[src/rtl/usb_rx_bit_decoder.sv]
// USB receive bit decoder: synchronizes D+/D-, recovers bit timing from D+ edges,
// NRZI-decodes each sampled bit, and flags stuffed bits, stuffing violations and SE0.
module usb_rx_bit_decoder #(
    parameter int unsigned CLKS_PER_BIT = 8,
    parameter int unsigned SAMPLE_PHASE = 3
) (
    input  logic clk,
    input  logic rst,
    input  logic d_plus_in,
    input  logic d_minus_in,
    input  logic rx_active,
    output logic d_edge,
    output logic d_orig,
    output logic shift_strobe,
    output logic stuff_pause,
    output logic eop,
    output logic stuff_err
);

    localparam int unsigned TIMER_W = 4;
    localparam int unsigned ONES_W  = 3;

    localparam logic [TIMER_W-1:0] TIMER_LAST   = TIMER_W'(CLKS_PER_BIT - 1);
    localparam logic [TIMER_W-1:0] TIMER_SAMPLE = TIMER_W'(SAMPLE_PHASE);
    localparam logic [ONES_W-1:0]  ONES_STUFF   = ONES_W'(6);

    logic               dp_meta;
    logic               dp_sync;
    logic               dp_prev;
    logic               dm_meta;
    logic               dm_sync;
    logic [TIMER_W-1:0] timer;
    logic               prev_level;
    logic [ONES_W-1:0]  ones_cnt;

    logic               sample_c;
    logic               se0_c;
    logic               bit_c;

    // D+ edge is decoded purely from the synchronizer and history flops.
    assign d_edge   = dp_sync ^ dp_prev;
    assign sample_c = rx_active && (timer == TIMER_SAMPLE);
    assign se0_c    = !dp_sync && !dm_sync;
    assign bit_c    = (dp_sync == prev_level);

    // Two-flop synchronizers; D+ idles high (J), D- idles low.
    always_ff @(posedge clk or posedge rst) begin
        if (rst) begin
            dp_meta <= 1'b1;
            dp_sync <= 1'b1;
            dp_prev <= 1'b1;
            dm_meta <= 1'b0;
            dm_sync <= 1'b0;
        end else begin
            dp_meta <= d_plus_in;
            dp_sync <= dp_meta;
            dp_prev <= dp_sync;
            dm_meta <= d_minus_in;
            dm_sync <= dm_meta;
        end
    end

    // Bit timer resyncs on every D+ edge so the sample point tracks the transmitter.
    always_ff @(posedge clk or posedge rst) begin
        if (rst) begin
            timer <= '0;
        end else if (d_edge || !rx_active) begin
            timer <= '0;
        end else if (timer == TIMER_LAST) begin
            timer <= '0;
        end else begin
            timer <= timer + TIMER_W'(1);
        end
    end

    // NRZI decode and bit-stuff tracking at each sample point.
    always_ff @(posedge clk or posedge rst) begin
        if (rst) begin
            prev_level   <= 1'b1;
            ones_cnt     <= '0;
            d_orig       <= 1'b1;
            shift_strobe <= 1'b0;
            stuff_pause  <= 1'b0;
            eop          <= 1'b0;
            stuff_err    <= 1'b0;
        end else begin
            shift_strobe <= 1'b0;
            stuff_pause  <= 1'b0;
            eop          <= 1'b0;
            stuff_err    <= 1'b0;
            if (!rx_active) begin
                prev_level <= 1'b1;
                ones_cnt   <= '0;
            end else if (sample_c) begin
                if (se0_c) begin
                    eop <= 1'b1;
                end else begin
                    prev_level   <= dp_sync;
                    d_orig       <= bit_c;
                    shift_strobe <= 1'b1;
                    if (ones_cnt == ONES_STUFF) begin
                        // Bit after six ones must be a stuffed zero.
                        stuff_pause <= !bit_c;
                        stuff_err   <= bit_c;
                        ones_cnt    <= '0;
                    end else if (bit_c) begin
                        ones_cnt <= ones_cnt + ONES_W'(1);
                    end else begin
                        ones_cnt <= '0;
                    end
                end
            end
        end
    end

endmodule

[config.mk]
export PLATFORM = sky130hd
export DESIGN_NAME = usb_rx_bit_decoder
export DESIGN_NICKNAME = d
export VERILOG_FILES = /design/src/rtl/usb_rx_bit_decoder.sv
export SDC_FILE = /design/constraint.sdc
export NUM_CORES = 1
export LEC_CHECK = 0
export ABC_AREA = 1
export BUFFER_PORTS_ARGS = -buffer_cell sky130_fd_sc_hd__buf_2
export CAP_MARGIN = 20
export CORE_UTILIZATION = 48
export DETAILED_ROUTE_END_ITERATION = 8
export GPL_ROUTABILITY_DRIVEN = 0
export PLACE_DENSITY = 0.71
export SYNTH_ARGS = -nofsm -noshare
export SYNTH_HDL_FRONTEND = slang
export SYNTH_SLANG_ARGS = --single-unit
[constraint.sdc]
create_clock -name clk -period 1.2 [get_ports clk]
set_input_delay 0.24 -clock clk [delete_from_list [all_inputs] [get_ports clk]]
set_output_delay 0.24 -clock clk [all_outputs]
set_load 0.01 [all_outputs]
==> qor.csv, run 1 <==
metric;value;unit
failing checks;negative setup slack;
Vias;579;
Hold Path Origin;d_plus_in;
DRT Pass-1 Iters;4;
Core Box Area;1510;µm²
# nets final;112;
Diodes inserted;0;
initial drt markers;13;
synthesized net count;88;
Startpoint Class;flip-flop;
area grow syn2layout;30.0;%
Rows;14;
Post-Syn Area;771;µm²
Residual DRC;0;
flops & latches, synth;18;
Peak Freq;718;MHz
total power per unit cell area;1120;nW/µm²
commonest non-fill, non-tap cell in the layout;nand2_1;
Area after DPL;856;µm²
Worst Path Required;960;ps
grt ovf;0;
post-synthesis sequential area ratio;59.3;%
minimum clock period;1390;ps
number of global-route vias before repair;495;
Max Transition Viols Final;0;
Worst Path Arrival;1150;ps
first-pass GRT wire length;1990;µm
Synth Area per Inst;9.63;µm²
All-Layer GR Usage;15.8;%
clock-pin slew on the worst setup and hold paths;100;ps
fin area;1000;µm²
number of CTS-inserted buffers;3;
CTS tree;yes;
Critical R2R Launch;dp_sync;
max-cap violations;0;
IO Pins;11;
synth unique cells;18;
Worst Slack Setup Final;-193;ps
post-route clock period utilization;116;%
DIE WIDTH;42.1;µm
starting density of the core;51.2;%
clock tree buffer depth;2;
share of cells above drive strength 1;44.7;%
Synth Instances;80;
Final Hold Fails;0;
root buf cell;clkbuf_4;
hold_ws;42.8;ps
Sink Count;18;
CP Class;reg -> out;
number of vias per cell;4.87;
# fillers;121;
Die Y;42.1;µm
routed wire length;1250;µm
Peak VDD IR;782;µV
P_leak;0.528;nW
Detailed Place HPWL;839;µm
Relative slew margins;85.1;%
die area;1770;µm²
clk_lat worst skew;280;ps
H-tree depth;1;
GR Util met3;3.88;%
crit path from;dp_sync;
GRT busiest layer;met2;
Yosys warnings;0;
status;finished with violations;
largest net degree at the start of global routing;19;
GR Util met1;19.6;%
antenna violations before repair;0;
I/O Buffers;10;
unrepaired setup endpoints after global routing;true;
routed wire length per instance;10.5;µm
post-route ant nets;0;
final setup vio count;7;
met2 GRT Util;25.0;%
Max FO, Critical Path;4;
Worst setup EP type;output port;
Worst Max-Slew Pin Slew;224;ps
HP Class;in -> reg;
Clock Skew;0.955;ps
most frequent cells in the layout;nand2_1, dfrtp_1, buf_2;
-- cell families (layout without fill, tap and decap cells) --
logic type	after synthesis	in the layout	synth area share, %
AO/OA/AOI/OAI	2	2	1.30
XOR/XNOR	2	2	2.27
adder cells (fa/ha/maj)	3	3	4.87
buffers and inverters	10	33	4.87
flip-flops	18	18	59.3
AND/OR/NAND/NOR	45	45	27.4
-- cell type report --
class | instances | area [µm²] | area share, %
tap | 16 | 20.0 | 2.00
timing repair buffer | 19 | 130 | 13.0
multi-input combinational | 52 | 322 | 32.1
inverter | 10 | 37.5 | 3.75
sequential | 18 | 457 | 45.6
clock buffer | 4 | 36.3 | 3.62
-- layer usage --
metal | vias up | wire length [µm]
li1 | 292 | -
met1 | 271 | 592
met2 | 14 | 599
met3 | 2 | 42
met4 | 0 | 15
met5 | - | 0
-- stage by stage --
step | total power, mW | TNS, ps | utilization [%] | cells | setup slack [ps]
6_report | 1.12 | -391 | 66.5 | 119 | -193
3_3_place_gp | 0.735 | 0 | 56.8 | 108 | 57.7
2_1_floorplan | 0.702 | 0 | - | 80 | 79.8
5_1_grt | 1.18 | -1150 | 66.5 | 119 | -266
3_5_place_dp | 0.737 | 0 | 56.8 | 108 | 18.8
4_1_cts | 1.11 | -192 | 61.2 | 115 | -192
-- sequential cells by signal (all words and copies together) (netlist names) --
name          count
dm_sync           1
timer             4
dp_prev           1
shift_strobe      1
stuff_pause       1
ones_cnt          3
dp_meta           1
dp_sync           1
prev_level        1
stuff_err         1
eop               1
dm_meta           1
d_orig            1
-- synthesized netlist by cell type (all sizes together) --
master	n	share of area (%)
a21oi	1	0.65
dfrtp	13	42
dfstp	5	17
ha	3	4.9
inv	10	4.9
nand2	21	11
nand3	8	6.8
nand4	1	0.81
nor2	14	8.4
o21ai	1	0.65
or2	1	0.81
xnor2	1	1.1
xor2	1	1.1
-- repair_timing --
item,in CTS,in global routing
endpoints found under the setup margin,2,8
gates resized for setup,2,15
buffers inserted,2,4
endpoints found under the hold margin,13,0
hold buffers,1,0
pin swaps,0,2
-- worst max-delay path: stages, from the launching register on --
cell	delay (ps)
dfstp_2	590
inv_2	50
nand2_2	60
nand2_1	40
buf_2	130
-- final timing paths --
| kind | end | slack [ps] | cells after the start |
|---|---|---|---|
| worst min register to register | dm_sync | 360 | 0 |
| worst min-delay path | dp_meta | 40 | 1 |
| min in group asynchronous | dm_meta | 510 | 4 |
| worst max-delay path | d_edge | -190 | 4 |
| max in group asynchronous | d_orig | 430 | 4 |
| worst max register to register | stuff_pause | -50 | 6 |
-- power breakdown --
part,total (mW),switching (mW),internal [mW]
logic,0.114,0.0604,0.0537
clock network,0.358,0.173,0.185
registers,0.648,0.0132,0.635
total,1.12,0.247,0.873
No activity file was read; power rests on OpenSTA's default activity.
==> run 2, diff against run 1 <==
--- a/config.mk
+++ b/config.mk
@@ -11,7 +11,7 @@
 export CORE_UTILIZATION = 48
 export DETAILED_ROUTE_END_ITERATION = 8
 export GPL_ROUTABILITY_DRIVEN = 0
-export PLACE_DENSITY = 0.71
+export PLACE_DENSITY = 0.75
 export SYNTH_ARGS = -nofsm -noshare
 export SYNTH_HDL_FRONTEND = slang
 export SYNTH_SLANG_ARGS = --single-unit
==> qor.csv, run 2 (synthesis gave the netlist of run 1 again) <==
metric;value;unit
initial drt markers;10;
Core Util, Final;65.0;%
I/O Buffers;10;
Area after DPL;848;µm²
routed wire length per instance;11.1;µm
clock tree buffer depth;2;
clock-pin slew on the worst setup and hold paths;90;ps
Max Transition Viols Final;0;
minimum clock period;1410;ps
DRT Pass-1 Iters;4;
die area;1770;µm²
CTS tree;yes;
max FFs per register;4;
hold_ws;38.0;ps
clk_lat worst skew;290;ps
Detailed Place HPWL;868;µm
placed insts;107;
number of CTS-inserted buffers;3;
Vias;568;
Worst Path Buf+Inv;2;
Worst path slowest cell;dfstp_2;
Rows;14;
Worst Max-Slew Pin Slew;230;ps
path depth of the worst reg2reg path;8;
starting density of the core;51.2;%
Multi-input gate area;314;µm²
area grow syn2layout;27.1;%
most frequent cells in the layout;nand2_1, dfrtp_1, nor2_1, buf_2, inv_1;
Clock Skew;5.52;ps
first-pass GRT wire length;2150;µm
DIE WIDTH;42.1;µm
All-Layer GR Usage;16.9;%
Startpoint Class;flip-flop;
Max FO, Critical Path;4;
Diodes inserted;0;
Relative slew margins;84.7;%
share of cells above drive strength 1;40.6;%
slowest stage delay, CP;580;ps
area taken by flip-flops and latches;457;µm²
Residual DRC;0;
# nets final;110;
P_leak;0.516;nW
post-route clock period utilization;118;%
flop2flop setup slack;-60;ps
Core Box Area;1510;µm²
Final Hold Fails;0;
fin cells;117;
total power per unit cell area;1150;nW/µm²
Worst setup EP type;output port;
status;finished with violations;
Top reg by flops;timer;
HP Class;in -> reg;
unrepaired setup endpoints after global routing;true;
root buf cell;clkbuf_4;
hold path depth;1;
number of global-route vias before repair;517;
Peak VDD IR;1030;µV
H-tree depth;1;
post-route ant nets;0;
Largest regs;timer (4), ones_cnt (3);
# fillers;118;
CP top delay family;flip-flops;
Worst Path Required;960;ps
fin area;980;µm²
Peak Freq;708;MHz
Levels on crit path;4;
antenna violations before repair;0;
Die Y;42.1;µm
CP Class;reg -> out;
Sink Count;18;
number of vias per cell;4.85;
commonest non-fill, non-tap cell in the layout;nand2_1;
final setup vio count;5;
grt ovf;0;
IO Pins;11;
routed wire length;1300;µm
Worst Path Arrival;1170;ps
Setup TNS;-408;ps
largest net degree at the start of global routing;19;
max-cap violations;0;
Critical Path, Cell by Cell;inv_2, nand2_2, nand2_1, buf_2;
Worst Slack Setup Final;-213;ps
failing checks;negative setup slack;
==> run 2: area by class of cell <==
class | count | share of cell area, %
flip-flops and latches | 18 | 46.6
repair buffers | 17 | 11.7
multi-input cells | 52 | 32.1
well taps | 16 | 2.04
clock buffers | 4 | 3.70
inverters | 10 | 3.83
==> run 2: power by group <==
part           total [mW]  switching, mW  internal (mW)  leakage, nW
clock               0.369          0.184          0.185       0.0210
combinational       0.111         0.0597         0.0511        0.267
sequential          0.649         0.0140          0.635        0.228
total                1.13          0.258          0.871        0.516
==> run 2: worst reg2reg max path: stages, from the launching register on <==
cell	delay, ps
dfstp_2	580
buf_4	120
buf_6	90
buf_4	100
nand2_2	60
nand3_2	80
nor2_1	40
nand2_1	50
nand2_1	50
==> run 2: timing repair <==
action,4_1_cts,5_1_grt
endpoints found under the hold margin,13,0
gates cloned,0,0
setup buffers,3,2
hold buffers,1,0
pin swaps,0,1
resized for setup,4,9
setup endpoints to repair,5,9
==> run 2: worst paths after layout <==
| check | from | end |
|---|---|---|
| setup / recovery | dp_sync | d_edge |
| hold / removal | d_plus_in | dp_meta |
| setup reg to reg | dp_sync | ones_cnt[0] |
| hold reg to reg | dm_meta | dm_sync |
| max in group asynchronous | rst | d_orig |
| min in group asynchronous | rst | timer[1] |
==> run 2: stage by stage <==
stage,power (mW),setup WS (ps)
after floorplan,0.702,79.8
after global placement,0.731,39.0
after detailed placement,0.734,-33.2
after CTS,1.12,-199
after global routing,1.18,-259
final,1.13,-213
==> run 2: layer usage <==
layer | track usage (%) | routed length (µm)
met1 | 20.3 | 576
met3 | 2.59 | 37
met2 | 27.8 | 650
met4 | 11.3 | 31
met5 | 0 | 0
==> run 3, diff against run 2 <==
--- a/config.mk
+++ b/config.mk
@@ -8,7 +8,7 @@
 export ABC_AREA = 1
 export BUFFER_PORTS_ARGS = -buffer_cell sky130_fd_sc_hd__buf_2
 export CAP_MARGIN = 20
-export CORE_UTILIZATION = 48
+export CORE_UTILIZATION = 50
 export DETAILED_ROUTE_END_ITERATION = 8
 export GPL_ROUTABILITY_DRIVEN = 0
 export PLACE_DENSITY = 0.75
==> constraint.sdc (replaced) <==
create_clock -name clk -period 1.7 [get_ports clk]
set_input_delay 0.34 -clock clk [delete_from_list [all_inputs] [get_ports clk]]
set_output_delay 0.34 -clock clk [all_outputs]
set_load 0.01 [all_outputs]
==> qor.csv, run 3 (synthesis gave the netlist of run 1 again) <==
metric;value;unit
status;completed;
post-CTS setup buffer count;0;
H-tree depth;1;
Worst Path Arrival;1210;ps
Area after DPL;840;µm²
Worst Slack Setup Final;148;ps
Diodes inserted;0;
Peak Freq;644;MHz
IO Pins;11;
All-Layer GR Usage;17.3;%
Tot Pwr;0.760;mW
CTS tree;yes;
Die Y;41.3;µm
grt ovf;0;
most frequent cells in the layout;nand2_1, dfrtp_1, nor2_1;
Worst Path Buf+Inv;2;
fin area;876;µm²
# nets final;103;
Detailed Place HPWL;846;µm
final setup vio count;0;
root buf cell;clkbuf_4;
routed wire length;1140;µm
die area;1700;µm²
CP top delay family;flip-flops;
clk_lat worst skew;280;ps
antenna violations before repair;0;
max-cap violations;0;
largest net degree at the start of global routing;19;
I/O Buffers;10;
CP Class;reg -> out;
max FFs per register;4;
first-pass GRT wire length;1790;µm
hold_ws;125;ps
minimum clock period;1550;ps
initial drt markers;12;
Residual DRC;0;
Vias;525;
Worst Max-Slew Pin Slew;650;ps
Max Transition Viols Final;0;
placed insts;105;
Post-CTS Resized;0;
area grow syn2layout;13.6;%
DIE WIDTH;41.3;µm
clock tree buffer depth;2;
unrepaired setup endpoints after global routing;false;
Max FO, Critical Path;6;
HP Class;in -> async;
# fillers;111;
fin cells;109;
clock-pin slew on the worst setup and hold paths;100;ps
commonest non-fill, non-tap cell in the layout;nand2_1;
Worst setup EP type;output port;
routed wire length per instance;10.5;µm
number of CTS-inserted buffers;3;
post-route clock period utilization;91.3;%
Top reg by flops;timer;
hold_buf cts;0;
Rows;13;
Peak VDD IR;569;µV
flop2flop setup slack;460;ps
Worst path slowest cell;dfstp_2;
Critical R2R Launch;timer[0];
Clock Skew;1.95;ps
starting density of the core;56.4;%
crit-path most repeated cell;nand2_1;
R2R Path End;ones_cnt[1];
Startpoint Class;flip-flop;
total power per unit cell area;868;nW/µm²
Largest regs;timer (4), ones_cnt (3);
path depth of the worst reg2reg path;6;
number of global-route vias before repair;428;
Final Hold Fails;0;
P_leak;0.479;nW
Core Util, Final;64.1;%
post-route ant nets;0;
Relative slew margins;56.6;%
number of vias per cell;4.82;
Setup TNS;0;ps
Sink Count;18;
Core Box Area;1370;µm²
DRT Pass-1 Iters;4;
Setup Slack @ Placement;466;ps
Worst Path Required;1360;ps
Critical Path, Cell by Cell;inv_2, nand2_1, nand2_1, buf_2;
share of cells above drive strength 1;27.7;%
slowest stage delay, CP;600;ps
## run 3: changes by cell type in the layout (fill, tap and decap cells not counted), sizes merged
cell | before | now
buf | 16 | 10
dlygate4sd3 | 1 | 0
## run 3: final cells by class
cell class	instances	area [µm²]	share of cell area [%]
Clock buffer	4	36.3	4.14
Inverter	10	37.5	4.29
Tap cell	15	18.8	2.14
Multi-Input combinational cell	52	277	31.6
Timing Repair Buffer	10	50.0	5.71
Sequential cell	18	457	52.1
## run 3: routing by layer
metal  vias up  GRT usage (%)  wire length, µm
met5         -              0                0
met4         0           7.26                9
met3         2           8.15               44
met2        11           24.2              484
met1       238           22.6              604
li1        274              -                -
## run 3: worst reg2reg max path, delay by kind of cell, from the launching register on
| family | cells | cell delay [ps] |
|---|---|---|
| DFF | 1 | 380 |
| and+or+nand+nor | 5 | 510 |
| adders and majority gates | 1 | 260 |
## run 3: power breakdown
group | leakage, nW | switching, mW | total, mW | internal, mW
clock network | 0.0210 | 0.124 | 0.254 | 0.130
logic | 0.229 | 0.0336 | 0.0504 | 0.0169
registers | 0.228 | 0.00821 | 0.456 | 0.448
## run 3: how the worst max path moves through the flow
stage,start,end,slack (ps),cells past startpoint
finish,dp_sync,d_edge,150,4
global route,dp_sync,d_edge,60,4
CTS,dp_sync,d_edge,130,4
detailed placement,dp_sync,d_edge,470,4
global placement,dp_sync,d_edge,460,4
floorplan,timer[0],timer[2],580,3
